**src/rtl/instruction_fetcher.sv**
```systemverilog
// Fetch stage: one outstanding 32-bit read at a time, returned words buffered
// with their PC in a small FIFO and delivered to the decoder one per cycle.
module instruction_fetcher #(
    parameter int unsigned QUEUE_WIDTH = 2,
    parameter int unsigned QUEUE_SIZE  = 4,
    parameter logic [31:0] RESET_PC    = 32'h0
) (
    input  logic        clk_in,
    input  logic        rst_in,
    input  logic        rdy_in,
    input  logic        clear,
    input  logic [31:0] clear_pc,
    input  logic        stall,
    output logic        mem_req,
    output logic [31:0] mem_addr,
    input  logic        mem_done,
    input  logic [31:0] mem_data,
    output logic        to_dec,
    output logic [31:0] to_dec_pc,
    output logic [31:0] to_dec_inst
);

    localparam int unsigned PW = QUEUE_WIDTH;
    localparam int unsigned CW = QUEUE_WIDTH + 1;

    typedef enum logic [1:0] {
        IDLE = 2'd0,
        WAIT = 2'd1,
        DROP = 2'd2
    } state_t;

    state_t         state_q, state_d;
    logic [31:0]    fetch_pc_q, fetch_pc_d;
    logic           mem_req_d;
    logic [31:0]    mem_addr_d;
    logic           push, pop;

    logic [31:0]    q_pc   [QUEUE_SIZE];
    logic [31:0]    q_inst [QUEUE_SIZE];
    logic [PW-1:0]  head, tail;
    logic [CW-1:0]  count;

    // State register
    always_ff @(posedge clk_in or posedge rst_in) begin
        if (rst_in) begin
            state_q <= IDLE;
        end else if (rdy_in) begin
            state_q <= state_d;
        end
    end

    // Next state, request control and FIFO push/pop decisions
    always_comb begin
        state_d    = state_q;
        fetch_pc_d = fetch_pc_q;
        mem_req_d  = mem_req;
        mem_addr_d = mem_addr;
        push       = 1'b0;
        pop        = !clear && !stall && (count != '0);
        case (state_q)
            IDLE: begin
                if (clear) begin
                    fetch_pc_d = clear_pc;
                end else if (count < CW'(QUEUE_SIZE)) begin
                    mem_req_d  = 1'b1;
                    mem_addr_d = fetch_pc_q;
                    state_d    = WAIT;
                end
            end
            WAIT: begin
                if (clear) begin
                    fetch_pc_d = clear_pc;
                    if (mem_done) begin
                        mem_req_d = 1'b0;
                        state_d   = IDLE;
                    end else begin
                        state_d = DROP;
                    end
                end else if (mem_done) begin
                    push       = 1'b1;
                    fetch_pc_d = fetch_pc_q + 32'd4;
                    mem_req_d  = 1'b0;
                    state_d    = IDLE;
                end
            end
            DROP: begin
                // The stale read must still complete before a new one may issue
                if (clear) begin
                    fetch_pc_d = clear_pc;
                end
                if (mem_done) begin
                    mem_req_d = 1'b0;
                    state_d   = IDLE;
                end
            end
            default: state_d = IDLE;
        endcase
    end

    // Fetch PC, memory request and decoder outputs
    always_ff @(posedge clk_in or posedge rst_in) begin
        if (rst_in) begin
            fetch_pc_q  <= RESET_PC;
            mem_req     <= 1'b0;
            mem_addr    <= 32'h0;
            to_dec      <= 1'b0;
            to_dec_pc   <= 32'h0;
            to_dec_inst <= 32'h0;
        end else if (rdy_in) begin
            fetch_pc_q <= fetch_pc_d;
            mem_req    <= mem_req_d;
            mem_addr   <= mem_addr_d;
            to_dec     <= pop;
            if (pop) begin
                to_dec_pc   <= q_pc[head];
                to_dec_inst <= q_inst[head];
            end
        end
    end

    // FIFO pointers and occupancy; clear wins over push and pop
    always_ff @(posedge clk_in or posedge rst_in) begin
        if (rst_in) begin
            head  <= '0;
            tail  <= '0;
            count <= '0;
        end else if (rdy_in) begin
            if (clear) begin
                head  <= '0;
                tail  <= '0;
                count <= '0;
            end else begin
                if (push) tail <= tail + PW'(1);
                if (pop)  head <= head + PW'(1);
                count <= count + CW'(push) - CW'(pop);
            end
        end
    end

    // FIFO storage
    always_ff @(posedge clk_in) begin
        if (rdy_in && push) begin
            q_pc[tail]   <= mem_addr;
            q_inst[tail] <= mem_data;
        end
    end

endmodule

```
**config.mk**
```make
export PLATFORM = sky130hd
export DESIGN_NAME = instruction_fetcher
export DESIGN_NICKNAME = d
export VERILOG_FILES = /design/src/rtl/instruction_fetcher.sv
export SDC_FILE = /design/constraint.sdc
export NUM_CORES = 1
export LEC_CHECK = 0
export CAP_MARGIN = 20
export CORE_MARGIN = 8
export CORE_UTILIZATION = 55
export DETAILED_ROUTE_END_ITERATION = 10
export PLACE_DENSITY = 0.83
export SYNTH_ARGS = -nofsm -noshare
export SYNTH_HDL_FRONTEND = slang
export SYNTH_SLANG_ARGS = --single-unit
```
**constraint.sdc**
```tcl
create_clock -name clk_in -period 16.89 [get_ports clk_in]
set_input_delay 5.067 -clock clk_in [delete_from_list [all_inputs] [get_ports clk_in]]
set_output_delay 5.067 -clock clk_in [all_outputs]
set_load 0.05 [all_outputs]
```
==> flow_summary.yaml, run 1 <==
detailed_routing:
  wl_per_cell_um: 22.5
  viasPerCell: 5.88
  drc: 0
  drt-pass1-iter-count: 8
  drt_iter0_drc: 717
  vias: 8524
  routed_wl_mm: 32.6
  drtAntennaViolNets: 0
synthesis:
  synthArstFlopShare: 0.352
  synth-xor-area-share: 0.000563
  synth_edf_count: 256
  synth_nets: 953
  yosys-top-cells-area: "edfxtp_1, dfrtp_1, mux4_2"
  synthTopCellsByCount: "edfxtp_1, dfrtp_1, mux2_2"
  avgSynthCellArea_sq_um: 17.9
  synth_compound_area_frac: 0.0448
  synth_cell_types: 53
  yosysTopAreaCellShare: 0.494
  synth_cells: 871
  synth_most_common_cell: "edfxtp_1"
  ys_ff_latch: 395
  syn_area_sq_mm: 0.0156
  synth_top_family_by_area: "multiplexers"
  synthSimpleGateAreaFrac: 0.0438
  synth.yosys.seq_area_share: 0.718
  synthAdderAreaFrac: 0.0101
  muxShareOfSynthArea: 0.166
  synth_largest_area_cell: "edfxtp_1"
  ys_warn_count: 0
  dominantRegCellSynth: "edfxtp_1"
cts:
  clk_pin_slew_worst_paths_ps: 60
  cts.sink_count: 395
  post_cts_buffers: 0
  cts-root-buf: "clkbuf_16"
  cts_buffer_depth: 3
  cts_buffers: 39
  cts_tree: "done"
  cts_resized: 0
  cts_hold_buffers: 0
  cts-htree-levels: 2
  clock_latency_ps: 520
floorplan:
  core_sq_mm: 0.0279
  fp.dieH_um: 184
  pin_count: 168
  row_count: 61
  chipWidth_um: 184
  dieArea_sq_mm: 0.0339
  floorplan.initialDensity: 0.558
pwr:
  power_density_mw_per_mm2: 184
  comb_power_share: 0.335
  fin_total_pwr_w: 0.00347
  p_int_w: 0.00221
  vdd_ir_drop_max_uv: 123
  swShare: 0.364
  p_clk_frac: 0.237
  sequentialPowerShare: 0.428
  switching_power_w: 0.00126
  leakagePower_nw: 6.62
sta:
  rsz0062_at_grt: "false"
  worst_pin_slew_ps: 1070
  clock_skew_ps: 15.4
  whs_ps: 503
  finalMaxSlewViolations: 0
  maxSlewHeadroom: 0.285
  hold_violations: 0
  finalCriticalPeriod_ps: 7360
  fmax_mhz: 136
  tns_ps: 0
  setup_violations: 0
  period_share: 0.436
grt:
  antenna_found_initial: 0
  gr-total-overflow: 0
  grt_pass1_wl_mm: 50.4
  grt_max_degree: 77
  gr-usage-all-layers: 0.192
  grt_pass1_vias: 8725
critical_path:
  crit_path_max_incr_delay_ps: 870
  critical_path_class: "input port to register"
  critPathRequiredTime_ps: 17030
  path_cells: "clkdlybuf4s50_1, nand2b_1, nor2_1, and2_4"
  start_kind: "input port"
  worst_path_max_delay_cell: "and2_4"
  critical_path_depth: 4
  endpoint_kind: "register"
  r2r_cells: 3
  crit_buf_inv: 1
  cp_max_fo: 64
  crit_arrival_ps: 7500
  path_delay_family: "simple AND/OR/NAND/NOR gates"
placement:
  placedCellCount: 1377
  dp_hpwl_mm: 20.0
  port_buffers: 167
  gp_congestion: 0.822
cells_and_area:
  areaGrowthSynthToFinish_pct: 21.0
  fin_util: 0.676
  nets: 1122
  n_antenna_cell: 0
  fill_cells: 1824
  drive_gt1_frac: 0.230
  instances_no_fill: 1449
min_path:
  min_path_type: "register to register"
  whs_path_depth: 1
run_status:
  status: "completed"
job:
  cap_viol_max_count: 0
==> power by group through the flow <==
stage | Combinational [W] | Clock (W) | Sequential, W
floorplan | 0.000454 | 0 | 0.00179
global placement | 0.00115 | 0 | 0.00149
detailed placement | 0.00117 | 0 | 0.00150
CTS | 0.00118 | 0.000839 | 0.00148
global route | 0.00122 | 0.000876 | 0.00152
finish | 0.00116 | 0.000824 | 0.00148
==> path summary, 6_finish.rpt <==
path                       slack, ps              end       startpoint
max                             9530      q_pc[1][15]            clear
min                              500  to_dec_inst[20]  to_dec_inst[20]
max reg2reg                    14240     to_dec_pc[3]          head[0]
min reg2reg                      500  to_dec_inst[20]  to_dec_inst[20]
max in group asynchronous      10390          head[0]           rst_in
min in group asynchronous       5050   to_dec_inst[8]           rst_in
==> metal layers <==
metal  vias to the layer above  global-route usage  share of wire
li1                       3770                   -              -
met1                      4380               0.263           0.42
met2                       330               0.315           0.49
met3                        44              0.0433          0.077
met4                         0              0.0429          0.014
met5                         -                   0              0
==> placed cells by master (no fill, tap or decap), types with 5 or more instances in the layout <==
| master | Yosys | final |
|---|---|---|
| clkinv_2 | 0 | 8 |
| mux2_2 | 99 | 99 |
| buf_4 | 1 | 5 |
| nand2_1 | 29 | 28 |
| ha_1 | 11 | 11 |
| clkbuf_16 | 0 | 40 |
| nand3_1 | 9 | 9 |
| o22ai_1 | 9 | 9 |
| inv_1 | 18 | 17 |
| nand4_1 | 9 | 9 |
| o21ai_0 | 26 | 26 |
| and3_1 | 5 | 5 |
| o22a_1 | 6 | 6 |
| nor3_1 | 14 | 14 |
| edfxtp_1 | 256 | 256 |
| clkbuf_8 | 0 | 5 |
| clkdlybuf4s50_1 | 0 | 167 |
| a21oi_1 | 30 | 30 |
| nor2_1 | 32 | 32 |
| mux4_2 | 64 | 64 |
| clkbuf_1 | 24 | 9 |
| a22oi_1 | 5 | 5 |
| clkinv_1 | 0 | 5 |
| dfrtp_1 | 139 | 137 |
| a2bb2oi_1 | 5 | 5 |
==> sequential cells by signal, summed over array words and instances (netlist names) <==
| name | count |
|---|---|
| q_pc | 128 |
| mem_addr | 32 |
| to_dec_inst | 32 |
| tail | 2 |
| count | 3 |
| q_inst | 128 |
| to_dec | 1 |
| head | 2 |
| state_q | 2 |
| to_dec_pc | 32 |
| fetch_pc_q | 32 |
| mem_req | 1 |
==> final cells by class <==
cell class              count  area [sq um]  share of cell area
well taps                 378           473              0.0251
multi-input cells         414          4160               0.221
inverters                  18          72.6             0.00386
flip-flops and latches    395         11200               0.594
clock inverters            18           130             0.00691
repair buffers            172          1710              0.0908
clock buffers              54          1100              0.0586
==> cell families after synthesis <==
family	after synthesis
and+or+nand+nor	127
adders and majority gates	12
buffers and inverters	62
muxes	166
xor gates and xnor gates	1
DFF	395
AOI/OAI and AO/OA	108
==> through the flow <==
step	area [sq um]	setup slack (ps)
after floorplan	15600	8100
after CTS	18800	9530
final	18800	9530
after detailed placement	17600	8990
after global placement	17600	9090
after global routing	18800	9330
(Power assumes the default switching activity.)
==> inputs of run 2 (changes only) <==
--- a/config.mk
+++ b/config.mk
@@ -7,9 +7,9 @@
 export LEC_CHECK = 0
 export CAP_MARGIN = 20
 export CORE_MARGIN = 8
-export CORE_UTILIZATION = 55
+export CORE_UTILIZATION = 51
 export DETAILED_ROUTE_END_ITERATION = 10
-export PLACE_DENSITY = 0.83
+export PLACE_DENSITY = 0.81
 export SYNTH_ARGS = -nofsm -noshare
 export SYNTH_HDL_FRONTEND = slang
 export SYNTH_SLANG_ARGS = --single-unit
==> constraint.sdc (replaced) <==
create_clock -name clk_in -period 6.3 [get_ports clk_in]
set_input_delay 1.89 -clock clk_in [delete_from_list [all_inputs] [get_ports clk_in]]
set_output_delay 1.89 -clock clk_in [all_outputs]
set_load 0.05 [all_outputs]
==> run 2 against run 1 <==
- register-to-register slack worse by 11000 ps
- critical path depth unchanged
- largest power group unchanged
- non-clock buffer count up 1
- final area up 0.34%
- sequential power rose to 2.7 times the previous value
- sequential share of layout area down 0.20 points
- global-route usage down 1.4 points
- largest cell class unchanged
- clock skew down 1.2 ps
- critical endpoint is now q_pc[3][27]
- utilization down 5.3 points
- count of clock-buffer cells in the layout down 1
- first-iteration DRC count down 22%
==> flow_summary.yaml, run 2 (synthesis results as in run 1) <==
run_status:
  status: "completed"
cts:
  cts_buffer_depth: 3
  post_cts_buffers: 0
  cts_tree: "done"
  clock_latency_ps: 510
  cts-root-buf: "clkbuf_16"
  cts_buffers: 40
  clk_pin_slew_worst_paths_ps: 60
  cts-htree-levels: 2
  cts_resized: 0
  cts.sink_count: 395
  cts_hold_buffers: 0
placement:
  dp_hpwl_mm: 20.1
  placedCellCount: 1396
  gp_congestion: 0.835
  placed_cell_area_sq_mm: 0.0176
  port_buffers: 167
floorplan:
  pin_count: 168
  dieArea_sq_mm: 0.0363
  chipWidth_um: 191
  core_sq_mm: 0.0303
  fp.dieH_um: 191
  row_count: 64
  floorplan.initialDensity: 0.513
grt:
  grt_pass1_wl_mm: 50.2
  grt_max_degree: 78
  gr-total-overflow: 0
  gr-usage-all-layers: 0.178
  grt_pass1_vias: 8736
  antenna_found_initial: 0
sta:
  rsz0062_at_grt: "false"
  tns_ps: 0
  hold_violations: 0
  finalMaxSlewViolations: 0
  worst_pin_slew_ps: 1050
  maxSlewHeadroom: 0.301
  period_share: 0.672
  setup_violations: 0
  finalCriticalPeriod_ps: 4230
  clock_skew_ps: 14.2
  fmax_mhz: 236
detailed_routing:
  wl_met2_mm: 16.4
  wl_met3_mm: 1.92
  drt-met1-wl_mm: 13.5
  viasPerCell: 5.73
  routed_wl_mm: 32.4
  top_layer: "met4"
  drc: 0
  drtAntennaViolNets: 0
  drt-pass1-iter-count: 5
  wl_per_cell_um: 22.1
  vias: 8418
  drt_iter0_drc: 557
critical_path:
  path_cells: "clkdlybuf4s50_1, nand2b_1, nor2_1, and2_4"
  critPathRequiredTime_ps: 6420
  start_kind: "input port"
  crit_arrival_ps: 4350
  endpoint_kind: "register"
  worst_path_max_delay_cell: "and2_4"
  crit_path_max_incr_delay_ps: 870
  cp_max_fo: 64
  r2r_cells: 7
  critical_path_class: "input port to register"
cells_and_area:
  fin_area_sq_mm: 0.0189
  top_regs: "q_inst x128, q_pc x128"
  mostFrequentLayoutCells: "edfxtp_1, clkdlybuf4s50_1, dfrtp_1, mux2_2, mux4_2"
  final_common_cell: "edfxtp_1"
  fin_util: 0.622
  areaGrowthSynthToFinish_pct: 21.4
  fill_cells: 2122
  instances_no_fill: 1468
  nets: 1124
  drive_gt1_frac: 0.237
  n_antenna_cell: 0
pwr:
  swShare: 0.361
  p_int_w: 0.00595
  leakagePower_nw: 6.65
  comb_power_share: 0.336
  power_density_mw_per_mm2: 494
  switching_power_w: 0.00337
  p_clk_frac: 0.240
  vdd_ir_drop_max_uv: 268
  sequentialPowerShare: 0.424
  fin_total_pwr_w: 0.00932
min_path:
  min_path_type: "register to register"
  whs_path_depth: 1
job:
  cap_viol_max_count: 0
run 2: cell types whose count changed in the layout (fill, tap and decap cells not counted):
cell        before  now
buf_4            5    6
clkinv_4         1    0
clkinvlp_4       1    2
clkinv_8         1    0
inv_6            2    1
clkbuf_8         5    8
clkinv_2         8   13
bufinv_16        1    0
clkbuf_16       40   42
clkinv_1         5    4
clkbuf_1         9    3
run 2: power groups by stage:
stage	clock network [W]	registers, W	logic (W)
3_5_place_dp	0	0.00401	0.00315
2_1_floorplan	0	0.00481	0.00122
6_report	0.00224	0.00395	0.00313
4_1_cts	0.00229	0.00396	0.00317
5_1_grt	0.00239	0.00404	0.00330
3_3_place_gp	0	0.00398	0.00311
run 2: final timing paths:
check | slack [ps] | startpoint | endpoint
max | 2070 | clear | q_pc[3][27]
min | 500 | to_dec_inst[23] | to_dec_inst[23]
max reg2reg | 3620 | state_q[0] | fetch_pc_q[25]
min reg2reg | 500 | to_dec_inst[23] | to_dec_inst[23]
max in group asynchronous | 3440 | rst_in | to_dec_inst[19]
min in group asynchronous | 1870 | rst_in | to_dec_inst[7]
run 2: critical path: cells and delay by family:
family	cells	cell delay [ps]
and+or+nand+nor	3	1630
buffers and inverters	1	770
run 2: stage by stage:
step / setup WS (ps) / hold slack, ps
floorplan: 685 / 475
finish: 2070 / 503
CTS: 2110 / 507
detailed placement: 1570 / 493
global placement: 1670 / 490
global route: 1900 / 520
run 2: layout make-up:
class	instances	area, sq um	share of cell area
flip-flops and latches	395	11200	0.592
well taps	396	495	0.0262
inverters	18	72.6	0.00384
clock inverters	19	95.1	0.00504
multi-input cells	414	4160	0.220
repair buffers	173	1720	0.0909
clock buffers	53	1170	0.0621
run 2: layer usage:
metal,GRT usage,up-vias
met5,0,-
met4,0.0471,0
met3,0.0324,47
met2,0.299,286
met1,0.238,4321
li1,-,3764
==> inputs of run 3 (changes only) <==
==> constraint.sdc (replaced) <==
create_clock -name clk_in -period 3.85 [get_ports clk_in]
set_input_delay 1.155 -clock clk_in [delete_from_list [all_inputs] [get_ports clk_in]]
set_output_delay 1.155 -clock clk_in [all_outputs]
set_load 0.05 [all_outputs]
==> run 3 against run 2 <==
- clock skew hardly changed
- first-iteration DRC count up 9.9%
- count of clock-buffer cells in the layout increased by 9
- flip-flop and latch count unchanged
- power up 64%
- final area rose by 1.3%
- critical path depth shrank 3
- global-route usage rose by 1.1 points
- utilization up 0.79 points
- die area did not move
- register-to-register slack got worse by 2100 ps
- setup slack worse by 1300 ps
- largest power group unchanged
==> flow_summary.yaml, run 3 (synthesis results as in run 1) <==
cells_and_area:
  top_regs: "q_inst x128, q_pc x128"
  fin_area_sq_mm: 0.0191
  nets: 1143
  drive_gt1_frac: 0.242
  fill_cells: 2130
  mostFrequentLayoutCells: "edfxtp_1, clkdlybuf4s50_1, dfrtp_1, mux2_2, mux4_2"
  n_antenna_cell: 0
  areaGrowthSynthToFinish_pct: 22.9
  final_common_cell: "edfxtp_1"
floorplan:
  core_sq_mm: 0.0303
  floorplan.initialDensity: 0.513
  pin_count: 168
  row_count: 64
  dieArea_sq_mm: 0.0363
  chipWidth_um: 191
  fp.dieH_um: 191
sta:
  maxSlewHeadroom: 0.314
  fmax_mhz: 327
  hold_violations: 0
  finalCriticalPeriod_ps: 3060
  tns_ps: 0
  period_share: 0.795
  whs_ps: 504
  worst_pin_slew_ps: 1030
  clock_skew_ps: 14.7
  finalMaxSlewViolations: 0
  rsz0062_at_grt: "false"
  setup_violations: 0
critical_path:
  start_kind: "register"
  crit_path_max_incr_delay_ps: 870
  endpoint_kind: "output pin"
  critPathRequiredTime_ps: 2690
  crit_buf_inv: 1
  crit_arrival_ps: 1900
  cp_max_fo: 6
  path_cells: "clkdlybuf4s50_1"
  path_delay_family: "buffers and inverters"
  critical_path_class: "register to output pin"
  worst_path_max_delay_cell: "clkdlybuf4s50_1"
cts:
  cts_buffer_depth: 3
  clk_pin_slew_worst_paths_ps: 60
  cts_resized: 0
  cts_tree: "done"
  cts.sink_count: 395
  cts-root-buf: "clkbuf_16"
  post_cts_buffers: 0
  clock_latency_ps: 520
  cts_hold_buffers: 0
  cts_buffers: 40
  cts-htree-levels: 2
job:
  cap_viol_max_count: 0
placement:
  placed_cell_area_sq_mm: 0.0179
  dp_hpwl_mm: 22.7
  gp_congestion: 0.859
  port_buffers: 167
grt:
  grt_pass1_vias: 9081
  grt_pass1_wl_mm: 53.3
  grt_max_degree: 68
  gr-usage-all-layers: 0.190
  antenna_found_initial: 0
  gr-total-overflow: 0
pwr:
  vdd_ir_drop_max_uv: 426
  power_density_mw_per_mm2: 801
  leakagePower_nw: 6.74
detailed_routing:
  viasPerCell: 5.79
  routed_wl_mm: 34.1
  drtAntennaViolNets: 0
  wl_per_cell_um: 22.9
  drc: 0
  vias: 8619
  drt_iter0_drc: 612
  drt-pass1-iter-count: 7
run_status:
  status: "completed"
min_path:
  min_path_type: "register to register"
run 3: cell types whose count changed in the layout (fill, tap and decap cells not counted), sizes merged:
| cell | before | now |
|---|---|---|
| buf | 6 | 25 |
| clkbuf | 53 | 62 |
| clkinv | 17 | 7 |
| clkinvlp | 2 | 4 |
| inv | 18 | 19 |
run 3: layout make-up:
cell class | count | area (sq um) | share of cell area
Tap cell | 396 | 495 | 0.0259
Inverter | 18 | 71.3 | 0.00373
Multi-Input combinational cell | 414 | 4160 | 0.218
Clock inverter | 12 | 76.3 | 0.00399
Clock buffer | 62 | 1160 | 0.0609
Timing Repair Buffer | 192 | 1980 | 0.104
Sequential cell | 395 | 11200 | 0.584
run 3: per-layer routing:
layer,wire (um),GRT usage,vias up
li1,-,-,3813
met1,13900,0.250,4425
met2,16900,0.314,333
met3,2550,0.0428,48
met4,682,0.0510,0
met5,0,0,-
run 3: path summary, 6_finish.rpt:
check / from / end / slack, ps / cells past startpoint
worst max-delay path: mem_addr[12] / mem_addr[12] / 790 / 1
worst min-delay path: to_dec_pc[21] / to_dec_pc[21] / 500 / 1
min in group asynchronous: rst_in / to_dec_pc[29] / 1110 / 3
max in group asynchronous: rst_in / fetch_pc_q[9] / 2310 / 3
worst min register to register: to_dec_pc[21] / to_dec_pc[21] / 500 / 1
worst max register to register: fetch_pc_q[2] / fetch_pc_q[22] / 1510 / 6
run 3: per-stage QoR:
step	setup WS, ps	std cells	util	power [W]
after global placement	502	1415	0.589	0.0117
after floorplan	162	871	-	0.00986
after detailed placement	427	1415	0.589	0.0118
after global routing	737	1489	0.630	0.0160
after CTS	776	1489	0.630	0.0155
final	791	1489	0.630	0.0153
run 3: where the power goes:
part | switching, W | internal [W] | total [W]
clock network | 0.00153 | 0.00209 | 0.00362
registers | 0.000976 | 0.00551 | 0.00649
logic | 0.00308 | 0.00214 | 0.00522
total | 0.00558 | 0.00974 | 0.0153
